<file path="src/rtl/serialtopara_pkg.sv">
// Shared constants for the two-lane serial-to-parallel receiver.
package serialtopara_pkg;

  // Number of independent serial lanes handled by the top level.
  localparam int unsigned NUM_LANES = 2;

  // Idle / alignment symbol sent by the transmitter whenever it has no data.
  localparam logic [7:0] COMMA = 8'hBC;

  // Consecutive byte-aligned commas needed before a lane is declared active.
  localparam int unsigned ALIGN_COUNT = 4;

  // Width of the aligned-comma counter (ALIGN_COUNT is limited to 1..15).
  localparam int unsigned CCNT_W = 4;

  // Lane FSM encodings.
  localparam logic [1:0] SEARCH = 2'd0;
  localparam logic [1:0] LOCK   = 2'd1;
  localparam logic [1:0] ACTIVE = 2'd2;

  // True when the bit counter marks the last bit of a byte.
  function automatic logic is_boundary(input logic [2:0] bitcnt);
    return bitcnt == 3'd7;
  endfunction

endpackage

</file>
<file path="src/rtl/serialtopara_lane.sv">
// One receive lane: comma search, byte lock, then byte-wide output every
// eight clocks. Lanes share nothing, so the top just replicates this.
module serialtopara_lane
  import serialtopara_pkg::*;
#(
  parameter logic [7:0]  COMMA_SYM = COMMA,
  parameter int unsigned ALIGN_CNT = ALIGN_COUNT
) (
  input  logic       clk,
  input  logic       reset,
  input  logic       in,
  output logic [7:0] out,
  output logic       valid,
  output logic       active
);

  localparam logic [CCNT_W-1:0] ALIGN_W = CCNT_W'(ALIGN_CNT);

  // Only the 7 older bits need storing: the newest bit is 'in' itself, and
  // the bit that falls out of the 8-bit window is never looked at again.
  logic [6:0]        sr_q,       sr_d;
  logic [2:0]        bitcnt_q,   bitcnt_d;
  logic [CCNT_W-1:0] commacnt_q, commacnt_d;
  logic [1:0]        state_q,    state_d;
  logic [7:0]        out_q,      out_d;
  logic              valid_q,    valid_d;
  logic              active_q,   active_d;

  logic [7:0]        win;
  logic              comma_hit;
  logic              boundary;

  assign win       = {sr_q, in};
  assign comma_hit = (win == COMMA_SYM);
  assign boundary  = is_boundary(bitcnt_q);
  assign sr_d      = win[6:0];

  // Next-state logic for alignment and byte capture.
  always_comb begin
    state_d    = state_q;
    bitcnt_d   = bitcnt_q + 3'd1;
    commacnt_d = commacnt_q;
    out_d      = out_q;
    valid_d    = valid_q;
    active_d   = active_q;
    case (state_q)
      SEARCH: begin
        // Bit-by-bit hunt; a hit defines the byte phase from here on.
        bitcnt_d = bitcnt_q;
        if (comma_hit) begin
          bitcnt_d   = 3'd0;
          commacnt_d = CCNT_W'(1);
          if (ALIGN_W == CCNT_W'(1)) begin
            state_d  = ACTIVE;
            active_d = 1'b1;
          end else begin
            state_d = LOCK;
          end
        end
      end
      LOCK: begin
        // Only whole bytes on the locked phase count; any non-comma byte
        // means the phase guess was wrong, so start over.
        if (boundary) begin
          if (comma_hit) begin
            commacnt_d = commacnt_q + CCNT_W'(1);
            if (commacnt_q + CCNT_W'(1) == ALIGN_W) begin
              state_d  = ACTIVE;
              active_d = 1'b1;
            end
          end else begin
            state_d    = SEARCH;
            commacnt_d = '0;
          end
        end
      end
      ACTIVE: begin
        // Phase is fixed until reset; commas straddling bytes are ignored.
        if (boundary) begin
          out_d   = win;
          valid_d = !comma_hit;
        end
      end
      default: begin
        state_d    = SEARCH;
        bitcnt_d   = 3'd0;
        commacnt_d = '0;
      end
    endcase
  end

  // Register update with synchronous reset that aborts any alignment.
  always_ff @(posedge clk) begin
    if (reset) begin
      sr_q       <= '0;
      bitcnt_q   <= '0;
      commacnt_q <= '0;
      state_q    <= SEARCH;
      out_q      <= 8'h00;
      valid_q    <= 1'b0;
      active_q   <= 1'b0;
    end else begin
      sr_q       <= sr_d;
      bitcnt_q   <= bitcnt_d;
      commacnt_q <= commacnt_d;
      state_q    <= state_d;
      out_q      <= out_d;
      valid_q    <= valid_d;
      active_q   <= active_d;
    end
  end

  assign out    = out_q;
  assign valid  = valid_q;
  assign active = active_q;

endmodule

</file>
<file path="src/rtl/serialtopara.sv">
// Two-lane serial-to-parallel receiver: each lane is an independent
// comma-aligned 1:8 deserializer.
module serialtopara
  import serialtopara_pkg::*;
#(
  parameter logic [7:0]  COMMA_SYM = COMMA,
  parameter int unsigned ALIGN_CNT = ALIGN_COUNT
) (
  input  logic       clk,
  input  logic       reset,
  input  logic       in0,
  input  logic       in1,
  output logic [7:0] out0,
  output logic [7:0] out1,
  output logic       valid_0,
  output logic       valid_1,
  output logic       active_0,
  output logic       active_1
);

  logic [NUM_LANES-1:0]        lane_in;
  logic [NUM_LANES-1:0][7:0]   lane_out;
  logic [NUM_LANES-1:0]        lane_vld;
  logic [NUM_LANES-1:0]        lane_act;

  assign lane_in = {in1, in0};

  for (genvar g = 0; g < NUM_LANES; g++) begin : g_lane
    serialtopara_lane #(
      .COMMA_SYM (COMMA_SYM),
      .ALIGN_CNT (ALIGN_CNT)
    ) u_lane (
      .clk    (clk),
      .reset  (reset),
      .in     (lane_in[g]),
      .out    (lane_out[g]),
      .valid  (lane_vld[g]),
      .active (lane_act[g])
    );
  end

  assign out0     = lane_out[0];
  assign out1     = lane_out[1];
  assign valid_0  = lane_vld[0];
  assign valid_1  = lane_vld[1];
  assign active_0 = lane_act[0];
  assign active_1 = lane_act[1];

endmodule

</file>
<file path="config.mk">
export PLATFORM = sky130hd
export DESIGN_NAME = serialtopara
export DESIGN_NICKNAME = d
export VERILOG_FILES = /design/src/rtl/serialtopara_pkg.sv /design/src/rtl/serialtopara_lane.sv /design/src/rtl/serialtopara.sv
export SDC_FILE = /design/constraint.sdc
export NUM_CORES = 1
export LEC_CHECK = 0
export BUFFER_PORTS_ARGS = -buffer_cell sky130_fd_sc_hd__buf_2
export CAP_MARGIN = 15
export CELL_PAD_IN_SITES_DETAIL_PLACEMENT = 1
export CELL_PAD_IN_SITES_GLOBAL_PLACEMENT = 2
export CORE_UTILIZATION = 32
export CTS_CLUSTER_DIAMETER = 200
export DETAILED_ROUTE_END_ITERATION = 8
export PLACE_DENSITY = 0.82
export SLEW_MARGIN = 20
export SYNTH_ARGS = -nofsm -noshare
export SYNTH_HDL_FRONTEND = slang
export SYNTH_SLANG_ARGS = --single-unit
</file>
<file path="constraint.sdc">
create_clock -name clk -period 1.65 [get_ports clk]
set_clock_uncertainty 0.2 [all_clocks]
set_input_delay 0.4125 -clock clk [delete_from_list [all_inputs] [get_ports clk]]
set_output_delay 0.4125 -clock clk [all_outputs]
set_load 0.02 [all_outputs]
</file>
==> summary.md, run 1 <==
| Metric | Value |
|---|---|
| HPWL after DPL | `3.836 mm` |
| Psw | `0.0005264 W` |
| # hold bufs at CTS | `0` |
| Setup slack, reg-to-reg | `-0.004 ns` |
| Clock root buffer | `clkbuf_8` |
| Fin nets | `327` |
| Vias | `1904` |
| Post-synth top flop | `dfxtp_1` |
| WS Path Type | `reg -> reg` |
| First-pass GRT wire length | `8.825 mm` |
| Failing checks | `setup timing` |
| Yosys reg bits | `52` |
| Vias in the first global route | `1883` |
| Fmax | `604.6 MHz` |
| Wire per inst | `13.61 µm` |
| Pre-antenna DRT Iters | `4` |
| Syn Inst Count | `249` |
| YS warnings | `0` |
| Worst Path Arrival | `1.68 ns` |
| Share of cells above drive strength 1 | `0.4516` |
| Initial Util | `0.3341` |
| Sequential share of the synthesized area | `0.4537` |
| Mapped Avg Cell Area | `9.216 µm²` |
| Comb pwr share | `0.055` |
| Antenna violations before repair | `0` |
| Final-layout fill cell count | `817` |
| Final WS setup | `-0.004059 ns` |
| Clock sink count | `52` |
| Cts bufs inserted | `5` |
| Drt first-iter violations | `42` |
| H-tree depth | `2` |
| Routed vias/inst | `4.690` |
| Post-synth EDFFs | `0` |
| Distinct cells, synth | `34` |
| Clk buf depth | `2` |
| Max cap viols | `0` |
| VDD IR-drop max | `0.4824 mV` |
| Largest net degree at the start of global routing | `24` |
| Asr flop ratio synth | `0` |
| Top cells by count, synth | `dfxtp_1, nand2_1, a21oi_1` |
| Critical path peak fanout | `3` |
| Routed Antenna Nets | `0` |
| Syn_nets | `267` |
| Crit share post-route | `1.002` |
| DP Worst Slack | `-0.1609 ns` |
| Crit. End Element | `register` |
| Final WL | `5.526 mm` |
| PortBufs | `23` |
| Reg clk slew, reported paths | `0.10 ns` |
| Finished Core Util | `0.4588` |
| Leak pwr | `1.285 nW` |
| RSZ-0062 raised after global routing | `yes` |
| # diodes | `0` |
| Chip width | `86.68 µm` |
| P_int | `0.001826 W` |
| # DRC | `0` |
| # rows | `30` |
| GPL Wtd Cong | `0.7640` |
| Die area | `7513 µm²` |
| All-layer global routing usage | `0.1527` |
| Top-count cell post-synth | `dfxtp_1` |
| Yosys top cell area share | `0.4537` |
| Final hold viol count | `0` |
| Fin Hold WS | `0.1470 ns` |
| Core Region | `6869 µm²` |
| Clock latency at the later pin of the worst-skew pair | `0.31 ns` |
| Mapped Area | `2295 µm²` |
| Worst Hold Class | `in -> reg` |
| Period minus WS final | `1.654 ns` |
| Die Height | `86.68 µm` |
| CTS tree | `yes` |
| Status | `finished, violations left` |
| Ranking of synthesized cells by area | `dfxtp_1, nand2_1, ha_1` |
| Synth area leader | `dfxtp_1` |
| GRT overflow | `0` |
| Clock group share of total power | `0.402` |
| Crit start category | `register` |
| Sequential share of power | `0.543` |
| Final setup vio count | `1` |
| Power density over the cells | `746.3 nW/µm²` |
| Slew HR | `0.7866` |
| I/O pin count | `24` |
| Tot Pwr | `0.002352 W` |
| WP data required | `1.68 ns` |
| Synth-to-Final Area Change | `37.35%` |
| Slew @ Worst Pin | `0.3172 ns` |
| Sw frac | `0.2238` |
| Max Slew Vio Count | `0` |
-- per-layer routing --
metal	track usage	vias to the layer above	wire (µm)
met2	0.2749	20	2892
met3	0.03143	7	113
met1	0.1824	907	2457
met5	0	-	0
met4	0.04545	0	63
li1	-	970	-
-- through the flow --
| step | cell area (µm²) | std cells | TNS, ns |
|---|---|---|---|
| CTS | 2954 | 401 | -0.03294 |
| global route | 3152 | 406 | -0.2192 |
| detailed placement | 2755 | 393 | -1.741 |
| floorplan | 2306 | 249 | -0.001249 |
| finish | 3152 | 406 | -0.004059 |
| global placement | 2755 | 393 | -1.165 |
-- sequential cells by signal, indices dropped and copies added, names as in the netlist --
signal,flops
g_lane.u_lane.out,16
g_lane.u_lane.bitcnt_q,6
g_lane.u_lane.commacnt_q,8
g_lane.u_lane.active,2
g_lane.u_lane.valid,2
g_lane.u_lane.sr_q,14
g_lane.u_lane.state_q,4
-- repair_timing --
| item | in CTS | in global routing |
|---|---|---|
| gates cloned | 0 | 0 |
| buffers inserted | 0 | 5 |
| gates resized for setup | 27 | 45 |
| endpoints found under the hold margin | 0 | 0 |
| endpoints found under the setup margin | 22 | 32 |
| pin swaps | 10 | 10 |
-- cells by family (layout without fill, tap and decap cells) --
kind of cell    after synthesis  count (layout)  share of synthesized area
simple gates                107             107                     0.2601
compound gates               55              55                     0.1630
flops                        52              52                     0.4537
buf+inv                      18              79                    0.03271
fa+ha+maj                    14              14                    0.07634
mux                           3               3                    0.01418
-- cell type report --
cell class	instances	area (µm²)	area share
Clock inverter	2	38.79	0.01231
Multi-Input combinational cell	179	1399	0.4438
Timing Repair Buffer	62	415.4	0.1318
Inverter	9	33.78	0.01072
Tap cell	96	120.1	0.03811
Sequential cell	52	1062	0.3370
Clock buffer	6	82.58	0.02620
-- worst max-delay path, cell delays in order, from the launching register on --
cell	delay [ns]
dfxtp_2	0.35
ha_4	0.16
nor2b_4	0.12
a211o_1	0.23
and3_4	0.19
o21ai_2	0.12
mux2i_1	0.20
-- layout by cell type (no fill, tap or decap), types with 7 or more instances in the layout --
cell type,netlist,routed
nand3_1,11,9
inv_1,9,7
dfxtp_2,0,14
nor2_1,10,10
ha_4,0,7
nand2_1,50,45
buf_4,2,37
buf_2,0,23
a21oi_1,28,23
nor2b_1,20,17
dfxtp_1,52,37
-- power groups by stage --
stage | Combinational, W | Clock, W | Sequential [W]
finish | 0.000130 | 0.000945 | 0.00128
global route | 0.000140 | 0.00102 | 0.00128
CTS | 0.000116 | 0.000963 | 0.00128
detailed placement | 0.000111 | 0 | 0.00131
global placement | 0.000110 | 0 | 0.00131
floorplan | 0.0000658 | 0 | 0.00131
-- path summary, 6_finish.rpt --
kind / to / cells after the start / from
setup / recovery: g_lane[0].u_lane.state_q[0] / 6 / g_lane[0].u_lane.commacnt_q[0]
hold / removal: g_lane[1].u_lane.sr_q[0] / 2 / in1
setup reg to reg: g_lane[0].u_lane.state_q[0] / 6 / g_lane[0].u_lane.commacnt_q[0]
hold reg to reg: g_lane[1].u_lane.out[7] / 2 / g_lane[1].u_lane.out[7]
Note: power is estimated with default switching activity, not from simulation.
==> run 2: changes to the inputs <==
==> constraint.sdc (replaced) <==
create_clock -name clk -period 1.65 [get_ports clk]
set_clock_uncertainty 0.2 [all_clocks]
set_input_delay 0.0825 -clock clk [delete_from_list [all_inputs] [get_ports clk]]
set_output_delay 0.0825 -clock clk [all_outputs]
set_load 0.02 [all_outputs]
==> summary.md, run 2 (synthesized netlist as in run 1, its figures left out) <==
| Metric | Value |
|---|---|
| Clock group share of total power | `0.420 (+0.018)` |
| Initial Util | `0.3341 (unchanged)` |
| Commonest non-fill, non-tap cells in the layout | `nand2_1, dfxtp_1, buf_4` |
| Comb pwr share | `0.051 (-0.004)` |
| # diodes | `0 (unchanged)` |
| Slowest cell on the critical path | `dfxtp_2` |
| Vias in the first global route | `1934 (+2.7%)` |
| Synth-to-Final Area Change | `38.11%` |
| Vias | `1924 (+1.1%)` |
| Clock latency at the later pin of the worst-skew pair | `0.30 ns (about the same)` |
| All-layer global routing usage | `0.1555 (+0.002866)` |
| Power density over the cells | `762.6 nW/µm² (+2.2%)` |
| Antenna violations before repair | `0 (unchanged)` |
| Crit share post-route | `1.016 (+0.01364)` |
| Slew HR | `0.7665 (-0.02008)` |
| Pre-antenna DRT Iters | `5 (+1)` |
| Worst Path Arrival | `1.70 ns (+0.02 ns)` |
| Final Non-Filler Cells | `403 (-0.74%)` |
| Commonest non-fill, non-tap cell in the layout | `nand2_1` |
| Wire per inst | `13.78 µm (+1.3%)` |
| Fin nets | `325 (-0.61%)` |
| GRT overflow | `0 (unchanged)` |
| H-tree depth | `2 (unchanged)` |
| Sw frac | `0.2046 (-0.01918)` |
| Routed Antenna Nets | `0 (unchanged)` |
| Max incr delay on CP | `0.35 ns (about the same)` |
| WP data required | `1.67 ns (about the same)` |
| Share of cells above drive strength 1 | `0.4300 (-0.02165)` |
| WS Path Type | `reg -> reg` |
| Die Height | `86.68 µm (unchanged)` |
| Core Region | `6869 µm² (unchanged)` |
| Tot Pwr | `0.002417 W (+2.8%)` |
| Max reg flops | `16 (unchanged)` |
| Reg clk slew, reported paths | `0.09 ns (about the same)` |
| Crit. End Element | `register` |
| Final Cell Area | `3169 µm² (+0.56%)` |
| I/O pin count | `24 (unchanged)` |
| Clock root buffer | `clkbuf_8` |
| P_int | `0.001923 W (+5.3%)` |
| Period minus WS final | `1.677 ns (+0.02251 ns)` |
| DP Worst Slack | `-0.1530 ns (+0.007861 ns)` |
| Hold Path Depth | `5 (+3)` |
| PortBufs | `23 (unchanged)` |
| Final hold viol count | `0 (unchanged)` |
| Leak pwr | `1.288 nW (+0.24%)` |
| Worst Path Buf+Inv | `0 (unchanged)` |
| Clk buf depth | `2 (unchanged)` |
| Max Slew Vio Count | `0 (unchanged)` |
| First-pass GRT wire length | `9.059 mm (+2.7%)` |
| Chip width | `86.68 µm (unchanged)` |
| Cts bufs inserted | `5 (unchanged)` |
| HPWL after DPL | `3.689 mm (-3.8%)` |
| Worst Hold Class | `in -> reg` |
| Drt first-iter violations | `27 (-36%)` |
| Final setup vio count | `1 (unchanged)` |
| Fin Hold WS | `0.1088 ns (-0.03822 ns)` |
| RSZ-0062 raised after global routing | `yes` |
| VDD IR-drop max | `0.4358 mV (-9.7%)` |
| Sequential share of power | `0.529 (-0.014)` |
| Clock sink count | `52 (unchanged)` |
| Critical path peak fanout | `4 (+1)` |
| Stages on worst setup path | `5 (-1)` |
| GPL Wtd Cong | `0.7333 (-4.0%)` |
| Die area | `7513 µm² (unchanged)` |
| # DRC | `0 (unchanged)` |
| R2r worst-path depth | `5 (-1)` |
| Post-DP Area | `2723 µm² (-1.2%)` |
| Max cap viols | `0 (unchanged)` |
| Top delay family on crit path | `compound AO/OA/AOI/OAI gates` |
| # rows | `30 (unchanged)` |
| Final WL | `5.555 mm (+0.52%)` |
| Largest net degree at the start of global routing | `20 (-17%)` |
| Fmax | `596.5 MHz (-1.3%)` |
| Crit start category | `register` |
| Slew @ Worst Pin | `0.3502 ns (+0.03305 ns)` |
| Failing checks | `setup timing` |
| Status | `finished, violations left` |
| CTS tree | `yes` |
| Worst-path cell chain | `ha_4 -> nor2b_4 -> o311a_4 -> o21a_1 -> a211oi_2` |
| Final WS setup | `-0.02657 ns (-0.02251 ns)` |
| Routed vias/inst | `4.774 (+1.8%)` |
| Psw | `0.0004945 W (-6.0%)` |
| Final-layout fill cell count | `785 (-3.9%)` |
| Placed cells | `387 (-1.5%)` |
==> run 2: metrics by stage <==
stage,utilization,TNS [ns]
final,0.4614,-0.02657
after floorplan,-,-0.001249
after global placement,0.3964,-0.2600
after detailed placement,0.3964,-1.148
after global routing,0.4614,-0.1788
after CTS,0.4352,-0.1733
==> run 2: final cells by class <==
cell class                      count  area (µm²)  share of cell area
Clock buffer                        5       68.82             0.02171
Clock inverter                      2       60.06             0.01895
Inverter                            9       36.28             0.01145
Multi-Input combinational cell    179        1391              0.4390
Sequential cell                    52        1065              0.3360
Tap cell                           96       120.1             0.03790
Timing Repair Buffer               60       427.9              0.1350
==> run 2: path summary, 6_finish.rpt <==
check	start	to	slack (ns)
max	g_lane[1].u_lane.commacnt_q[0]	g_lane[1].u_lane.state_q[0]	-0.03
min	in0	g_lane[0].u_lane.commacnt_q[1]	0.11
max reg2reg	g_lane[1].u_lane.commacnt_q[0]	g_lane[1].u_lane.state_q[0]	-0.03
min reg2reg	g_lane[1].u_lane.out[3]	g_lane[1].u_lane.out[3]	0.26
==> run 2: power groups by stage <==
stage / registers [W] / logic [W] / clock network, W
4_1_cts: 0.00128 / 0.000120 / 0.00105
6_report: 0.00128 / 0.000123 / 0.00102
3_3_place_gp: 0.00131 / 0.000104 / 0
5_1_grt: 0.00128 / 0.000134 / 0.00110
2_1_floorplan: 0.00131 / 0.0000658 / 0
3_5_place_dp: 0.00131 / 0.000107 / 0
==> run 2: worst min-delay path, stage by stage <==
cell and delay [ns]:
buf_2 0.09, nand4bb_4 0.19, nor3_4 0.07, nand3_1 0.07
a21oi_1 0.06
==> run 2: metal layers <==
| layer | part of all wire | vias to the layer above | wire length [µm] | GRT usage |
|---|---|---|---|---|
| li1 | - | 963 | - | - |
| met1 | 0.43 | 938 | 2397 | 0.1866 |
| met2 | 0.54 | 16 | 2996 | 0.2821 |
| met3 | 0.018 | 7 | 100 | 0.02857 |
| met4 | 0.011 | 0 | 61 | 0.04545 |
| met5 | 0 | - | 0 | 0 |
==> run 2: what timing repair did <==
action	CTS	global route
setup buffers	1	5
resized for setup	33	42
endpoints found under the hold margin	13	0
hold buffers	3	0
setup endpoints to repair	26	23
pin swaps	13	12
